## config.mk

```make
export PLATFORM = sky130hd
export DESIGN_NAME = bp_access_scheduler
export DESIGN_NICKNAME = d
export VERILOG_FILES = /design/src/rtl/bp_sched_pkg.sv /design/src/rtl/bp_upd_fifo.sv /design/src/rtl/bp_access_scheduler.sv
export SDC_FILE = /design/constraint.sdc
export NUM_CORES = 1
export LEC_CHECK = 0
export ABC_CLOCK_PERIOD_IN_PS = 3490
export CORE_MARGIN = 8
export CORE_UTILIZATION = 55
export CTS_CLUSTER_DIAMETER = 200
export DETAILED_ROUTE_END_ITERATION = 7
export GPL_ROUTABILITY_DRIVEN = 0
export PLACE_DENSITY_LB_ADDON = 0.12
export SLEW_MARGIN = 0
export SYNTH_ARGS = -nofsm -noshare
export SYNTH_HDL_FRONTEND = slang
export SYNTH_SLANG_ARGS = --single-unit
```

## constraint.sdc

```tcl
create_clock -name clk -period 3.49 [get_ports clk]
set_input_delay 0.5235 -clock clk [delete_from_list [all_inputs] [get_ports clk]]
set_output_delay 0.5235 -clock clk [all_outputs]
set_load 0.05 [all_outputs]
```

## src/rtl/bp_sched_pkg.sv

```systemverilog
// Shared types for the branch-predictor access scheduler: FSM states,
// buffered update entries and the table command word.
package bp_sched_pkg;

    localparam int BP_ADDR_W = 13;
    localparam int BP_SRC_W  = 2;

    typedef enum logic [1:0] {
        RUN   = 2'd0,
        DRAIN = 2'd1,
        DONE  = 2'd2
    } sched_state_e;

    typedef struct packed {
        logic [BP_ADDR_W-1:0] addr;
        logic [BP_ADDR_W-1:0] target;
        logic                 taken;
    } upd_entry_t;

    typedef struct packed {
        logic                 write;
        logic [BP_ADDR_W-1:0] addr;
        logic [BP_ADDR_W-1:0] target;
        logic                 taken;
        logic [BP_SRC_W-1:0]  src;
    } tbl_cmd_t;

    // Next round-robin start port after granting idx, wrapping at num ports.
    function automatic logic [1:0] rr_advance(input logic [1:0] idx, input int unsigned num);
        logic [2:0] nxt;
        nxt = {1'b0, idx} + 3'd1;
        return (nxt >= 3'(num)) ? 2'd0 : nxt[1:0];
    endfunction

endpackage

```

## src/rtl/bp_upd_fifo.sv

```systemverilog
// Synchronous FIFO buffering resolution updates for the access scheduler.
// DEPTH must be a power of two so the pointers wrap naturally.
module bp_upd_fifo
    import bp_sched_pkg::*;
#(
    parameter  int DEPTH = 4,
    localparam int CNT_W = $clog2(DEPTH) + 1
) (
    input  logic             clk,
    input  logic             pon_rst_n_i,
    input  logic             push,
    input  upd_entry_t       push_data,
    input  logic             pop,
    output upd_entry_t       head,
    output logic [CNT_W-1:0] count,
    output logic             full,
    output logic             empty
);

    localparam int PTR_W = (DEPTH > 1) ? $clog2(DEPTH) : 1;

    upd_entry_t       mem [DEPTH];
    logic [PTR_W-1:0] wr_ptr;
    logic [PTR_W-1:0] rd_ptr;
    logic             do_push;
    logic             do_pop;

    assign full    = (count == CNT_W'(DEPTH));
    assign empty   = (count == '0);
    assign do_push = push && !full;
    assign do_pop  = pop && !empty;
    assign head    = mem[rd_ptr];

    // Storage array; contents need no reset because count guards every read.
    always_ff @(posedge clk) begin
        if (do_push) begin
            mem[wr_ptr] <= push_data;
        end
    end

    // Pointer and occupancy tracking; a simultaneous push and pop keeps count.
    always_ff @(posedge clk or negedge pon_rst_n_i) begin
        if (!pon_rst_n_i) begin
            wr_ptr <= '0;
            rd_ptr <= '0;
            count  <= '0;
        end else begin
            if (do_push) begin
                wr_ptr <= wr_ptr + PTR_W'(1);
            end
            if (do_pop) begin
                rd_ptr <= rd_ptr + PTR_W'(1);
            end
            case ({do_push, do_pop})
                2'b10:   count <= count + CNT_W'(1);
                2'b01:   count <= count - CNT_W'(1);
                default: count <= count;
            endcase
        end
    end

endmodule

```

## src/rtl/bp_access_scheduler.sv

```systemverilog
// Arbitrates fetch lookups and buffered resolution updates onto the
// single-ported branch prediction table, with a flush/drain sequence.
// Optional feature macro: BP_SCHED_STARVE_EN forces an update once the
// update FIFO has waited STARVE_LIMIT cycles behind lookups.
// ADDR_W must equal bp_sched_pkg::BP_ADDR_W since the command struct uses it.
module bp_access_scheduler
    import bp_sched_pkg::*;
#(
    parameter int NUM_REQ      = 2,
    parameter int ADDR_W       = 13,
    parameter int UPD_DEPTH    = 4,
    parameter int UPD_HI_WM    = 3,
    parameter int STARVE_LIMIT = 8
) (
    input  logic                      clk,
    input  logic                      pon_rst_n_i,
    input  logic [NUM_REQ-1:0]        lk_valid_i,
    input  logic [NUM_REQ*ADDR_W-1:0] lk_addr_i,
    output logic [NUM_REQ-1:0]        lk_ready_o,
    input  logic                      upd_valid_i,
    input  logic [ADDR_W-1:0]         upd_addr_i,
    input  logic [ADDR_W-1:0]         upd_target_i,
    input  logic                      upd_taken_i,
    output logic                      upd_ready_o,
    input  logic                      flush_i,
    output logic                      flush_done_o,
    output logic                      tbl_valid_o,
    input  logic                      tbl_ready_i,
    output logic                      tbl_write_o,
    output logic [ADDR_W-1:0]         tbl_addr_o,
    output logic [ADDR_W-1:0]         tbl_target_o,
    output logic                      tbl_taken_o,
    output logic [1:0]                tbl_src_o,
    output logic [2:0]                upd_count_o
);

    localparam int CNT_W = $clog2(UPD_DEPTH) + 1;

    sched_state_e     state;
    logic             flush_done_q;
    logic             tbl_valid_q;
    tbl_cmd_t         cmd_q;
    tbl_cmd_t         cmd_d;
    logic [1:0]       rr_ptr;

    upd_entry_t       upd_in;
    upd_entry_t       upd_head;
    logic [CNT_W-1:0] fifo_count;
    logic             fifo_full;
    logic             fifo_empty;
    logic             fifo_hi;
    logic             upd_push;

    logic             slot_free;
    logic             any_lk;
    logic [1:0]       lk_idx;
    logic [ADDR_W-1:0] lk_addr_sel;
    logic             sel_upd;
    logic             sel_lk;
    logic             starve_force;

    assign upd_in      = '{addr: upd_addr_i, target: upd_target_i, taken: upd_taken_i};
    assign upd_ready_o = !fifo_full;
    assign upd_push    = upd_valid_i && upd_ready_o;
    assign fifo_hi     = (fifo_count >= CNT_W'(UPD_HI_WM));
    assign slot_free   = !tbl_valid_q || tbl_ready_i;

    bp_upd_fifo #(
        .DEPTH (UPD_DEPTH)
    ) u_upd_fifo (
        .clk         (clk),
        .pon_rst_n_i (pon_rst_n_i),
        .push        (upd_push),
        .push_data   (upd_in),
        .pop         (sel_upd),
        .head        (upd_head),
        .count       (fifo_count),
        .full        (fifo_full),
        .empty       (fifo_empty)
    );

`ifdef BP_SCHED_STARVE_EN
    localparam int STARVE_W = $clog2(STARVE_LIMIT + 1);

    logic [STARVE_W-1:0] starve_cnt;

    // Count cycles a non-empty FIFO waits without an update issuing; saturates.
    always_ff @(posedge clk or negedge pon_rst_n_i) begin
        if (!pon_rst_n_i) begin
            starve_cnt <= '0;
        end else if (fifo_empty || sel_upd) begin
            starve_cnt <= '0;
        end else if (starve_cnt != STARVE_W'(STARVE_LIMIT)) begin
            starve_cnt <= starve_cnt + STARVE_W'(1);
        end
    end

    assign starve_force = (starve_cnt == STARVE_W'(STARVE_LIMIT));
`else
    assign starve_force = 1'b0;
`endif

    // Round-robin search for the first requesting port starting at rr_ptr.
    always_comb begin
        logic [1:0] cand;
        any_lk = 1'b0;
        lk_idx = '0;
        cand   = '0;
        for (int i = 0; i < NUM_REQ; i++) begin
            cand = 2'((int'(rr_ptr) + i) % NUM_REQ);
            for (int p = 0; p < NUM_REQ; p++) begin
                if (!any_lk && lk_valid_i[p] && (cand == 2'(p))) begin
                    any_lk = 1'b1;
                    lk_idx = 2'(p);
                end
            end
        end
    end

    // Pick what fills the slot: watermark/starved updates, lookups, then leftovers.
    always_comb begin
        sel_upd = 1'b0;
        sel_lk  = 1'b0;
        if (slot_free) begin
            if (state == RUN) begin
                if ((fifo_hi || starve_force) && !fifo_empty) begin
                    sel_upd = 1'b1;
                end else if (any_lk) begin
                    sel_lk = 1'b1;
                end else if (!fifo_empty) begin
                    sel_upd = 1'b1;
                end
            end else begin
                sel_upd = !fifo_empty;
            end
        end
    end

    // One-hot lookup grant for the port selected this cycle.
    always_comb begin
        lk_ready_o  = '0;
        lk_addr_sel = '0;
        for (int p = 0; p < NUM_REQ; p++) begin
            lk_ready_o[p] = sel_lk && (lk_idx == 2'(p));
            if (lk_idx == 2'(p)) begin
                lk_addr_sel = lk_addr_i[p*ADDR_W +: ADDR_W];
            end
        end
    end

    // Build the next table command; unused fields stay zero.
    always_comb begin
        cmd_d = '0;
        if (sel_upd) begin
            cmd_d.write  = 1'b1;
            cmd_d.addr   = upd_head.addr;
            cmd_d.target = upd_head.target;
            cmd_d.taken  = upd_head.taken;
        end else if (sel_lk) begin
            cmd_d.addr = lk_addr_sel;
            cmd_d.src  = lk_idx;
        end
    end

    // Output slot register and round-robin pointer; both hold while stalled.
    always_ff @(posedge clk or negedge pon_rst_n_i) begin
        if (!pon_rst_n_i) begin
            tbl_valid_q <= 1'b0;
            cmd_q       <= '0;
            rr_ptr      <= '0;
        end else if (slot_free) begin
            tbl_valid_q <= sel_upd || sel_lk;
            cmd_q       <= cmd_d;
            if (sel_lk) begin
                rr_ptr <= rr_advance(lk_idx, NUM_REQ);
            end
        end
    end

    // Flush sequencing; drain finishes only once the FIFO and slot are empty.
    always_ff @(posedge clk or negedge pon_rst_n_i) begin
        if (!pon_rst_n_i) begin
            state        <= RUN;
            flush_done_q <= 1'b0;
        end else begin
            flush_done_q <= 1'b0;
            case (state)
                RUN: begin
                    if (flush_i) begin
                        state <= DRAIN;
                    end
                end
                DRAIN: begin
                    if (fifo_empty && slot_free && !upd_push) begin
                        state        <= DONE;
                        flush_done_q <= 1'b1;
                    end
                end
                DONE: begin
                    state <= RUN;
                end
                default: begin
                    state <= RUN;
                end
            endcase
        end
    end

    assign tbl_valid_o  = tbl_valid_q;
    assign tbl_write_o  = cmd_q.write;
    assign tbl_addr_o   = cmd_q.addr;
    assign tbl_target_o = cmd_q.target;
    assign tbl_taken_o  = cmd_q.taken;
    assign tbl_src_o    = cmd_q.src;
    assign flush_done_o = flush_done_q;
    assign upd_count_o  = 3'(fifo_count);

endmodule

```

==> out/metrics.csv <==
metric;value;unit
status;finished, final reports clean;
port_buffers;96;
fp-row-count;37;
placedCellCount;540;
whs;176.4;ps
synth_cell_type_count;39;
gr-usage-all-layers;16.75;%
insertion_delay;510;ps
timing.final.hold_violations;0;
ir_worst_vdd;508.7;uV
synth_top_cell_area_share;55.61;%
synth-edff-count;108;
core;0.01032;mm2
dpl_cell_area;0.006937;mm2
final_area;0.007533;mm2
cts-resized-gates;0;
crit_path_max_fanout;17;
end_kind;output pin;
power.leakage;2.833;nW
yosys_warnings;0;
crit_type;reg2out;
syn_inst;314;
synthToLayoutAreaGrowth;29.18;%
cts_buffers;17;
path_clk_slew;70;ps
drive_gt1_share;17.66;%
netlist_top_cells_area;edfxtp_1 (56%), dfrtp_1 (18%), mux4_2 (10%), mux2i_1 (2.4%), a22o_1 (2.1%);
post-dp-hpwl;7.045;mm
slew_viol_final;0;
max_freq;0.3828;GHz
clock-skew-final;15.04;ps
nNetsFinal;489;
yosys.area.top_type;edfxtp_1;
syn_area;0.005832;mm2
r2r_start;state[0];
drt_pass1_iterations;4;
startpoint_type;flop;
path_common_cell;buf_4;
clock-sinks;149;
finalSetupTns;0;ps
h-tree-depth;4;
synthArstFlopShare;27.52;%
chipHeight;119.0;um
cp_cell_sequence;or2_4 -> nor4_1 -> o21ai_1 -> buf_4 -> nor2b_1 -> buf_4;
vias;3120;
worstMarginPinSlew;977.3;ps
routed_wl;11.37;mm
io_pins;98;
cp.arrival;2090;ps
fin_crit_sh;74.85;%
synth_seq_area_share;73.20;%
die_x;119.0;um
slowest_delay;420;ps
hold_buffers;0;
clockRootBuffer;clkbuf_8;
vias_per_cell;5.455;
post-route-min-period;2612;ps
synth_common_cells;edfxtp_1 (108), dfrtp_1 (41), mux4_2 (27), inv_1 (21), nand2_1 (17);
maxSlewHeadroom;34.85;%
n_antenna_cell;0;
ant_nets;0;
grt_pass1_vias;3443;
cts_setup_buffers;0;
setup_violations;0;
drc;0;
grt_max_degree;42;
dr.first_iter.drc_count;174;
synth.most_common_cell;edfxtp_1;
cp.required;2970;ps
fill_cells;631;
drv_cap;0;
grt.overflow.total;0;
syn_area_per_cell;18.57;um2
grt_antenna_before_repair;0;
rsz0062_at_grt;no;
cts.path.max_buffers;2;
initial_core_util;56.49;%
dieArea;0.01415;mm2
ys.flop_type;edfxtp_1;
ys_ff_latch;149;
cp-startpoint;state[0];
stdcell_count;572;
grt_pass1_wl;18.26;mm
crit_slowest_cell;dfrtp_1;
cts_tree;done;
finalPower;6.880;mW
synth_nets;380;
p_per_area;913.2;mW/mm2
wl_per_cell;19.87;um
worst_hold_path_type;in2async;
[metal layers]
layer / vias up / global-route usage [%] / routed length, um
li1: 1448 / - / -
met1: 1547 / 21.31 / 5063
met2: 121 / 26.32 / 5414
met3: 4 / 6.046 / 845
met4: 0 / 5.534 / 44
met5: - / 0 / 0
[metrics by stage]
| step | setup slack (ps) | utilization, % |
|---|---|---|
| 2_1_floorplan | 834.6 | - |
| 3_3_place_gp | 608.3 | 67.19 |
| 3_5_place_dp | 530.6 | 67.19 |
| 4_1_cts | 834.9 | 72.97 |
| 5_1_grt | 713.1 | 72.97 |
| 6_report | 877.7 | 72.97 |
[logic make-up after synthesis]
family          share of synthesized area (%)
fa+ha+maj                               1.416
xor+xnor                               0.9013
mux                                     13.22
buf+inv                                 2.961
simple gates                            3.218
flops                                   73.20
other cells                           0.06430
compound gates                          5.020
[path summary, 6_finish.rpt]
kind | to | slack [ps] | depth (start not counted)
max in group asynchronous | u_upd_fifo.rd_ptr[0] | 2640 | 1
min reg2reg | tbl_write_o | 470 | 2
max | lk_ready_o[0] | 880 | 6
max reg2reg | u_upd_fifo.count[2] | 940 | 10
min in group clk | tbl_write_o | 470 | 2
min | state[0] | 180 | 1
[power breakdown]
group | total (mW) | internal [mW] | leakage [nW] | switching, mW
Sequential | 2.70 | 2.41 | 1.49 | 0.293
Combinational | 2.37 | 0.995 | 1.06 | 1.38
Clock | 1.81 | 1.10 | 0.283 | 0.708
Total | 6.88 | 4.50 | 2.83 | 2.38
[critical path, delay by kind of cell, from the launching register on]
kind	cells	cell delay, ps
buffers and inverters	2	420
flip-flops	1	420
AND/OR/NAND/NOR	3	650
AO/OA/AOI/OAI	1	100
[area by class of cell]
class                   count  area [um2]  share of cell area [%]
clock buffers              19       421.7                   5.597
clock inverters            13       175.2                   2.325
inverters                  22       85.08                   1.129
multi-input cells         128        1393                   18.49
flip-flops and latches    149        4270                   56.68
well taps                 136       170.2                   2.259
repair buffers            105        1018                   13.52
[flip-flops by register name, indices dropped and copies added, names as in the netlist, 2 cells and up]
register and flops:
tbl_addr_o 13, tbl_target_o 13, state 2, u_upd_fifo.count 3, u_upd_fifo.wr_ptr 2, u_upd_fifo.mem 108, u_upd_fifo.rd_ptr 2
[cells in the final DEF, fill, tap and decap left out, types with 5 or more instances in the layout]
cell,synthesis,routed
a22o_1,14,14
inv_1,21,21
clkdlybuf4s50_1,0,93
nor2_1,6,6
nand2_1,17,17
mux2i_1,14,14
edfxtp_1,108,108
o221ai_1,13,13
clkbuf_16,0,16
mux4_2,27,27
clkinv_4,0,6
buf_4,3,11
ha_1,5,5
dfrtp_1,41,40
Power figures use the tool's default switching activity.
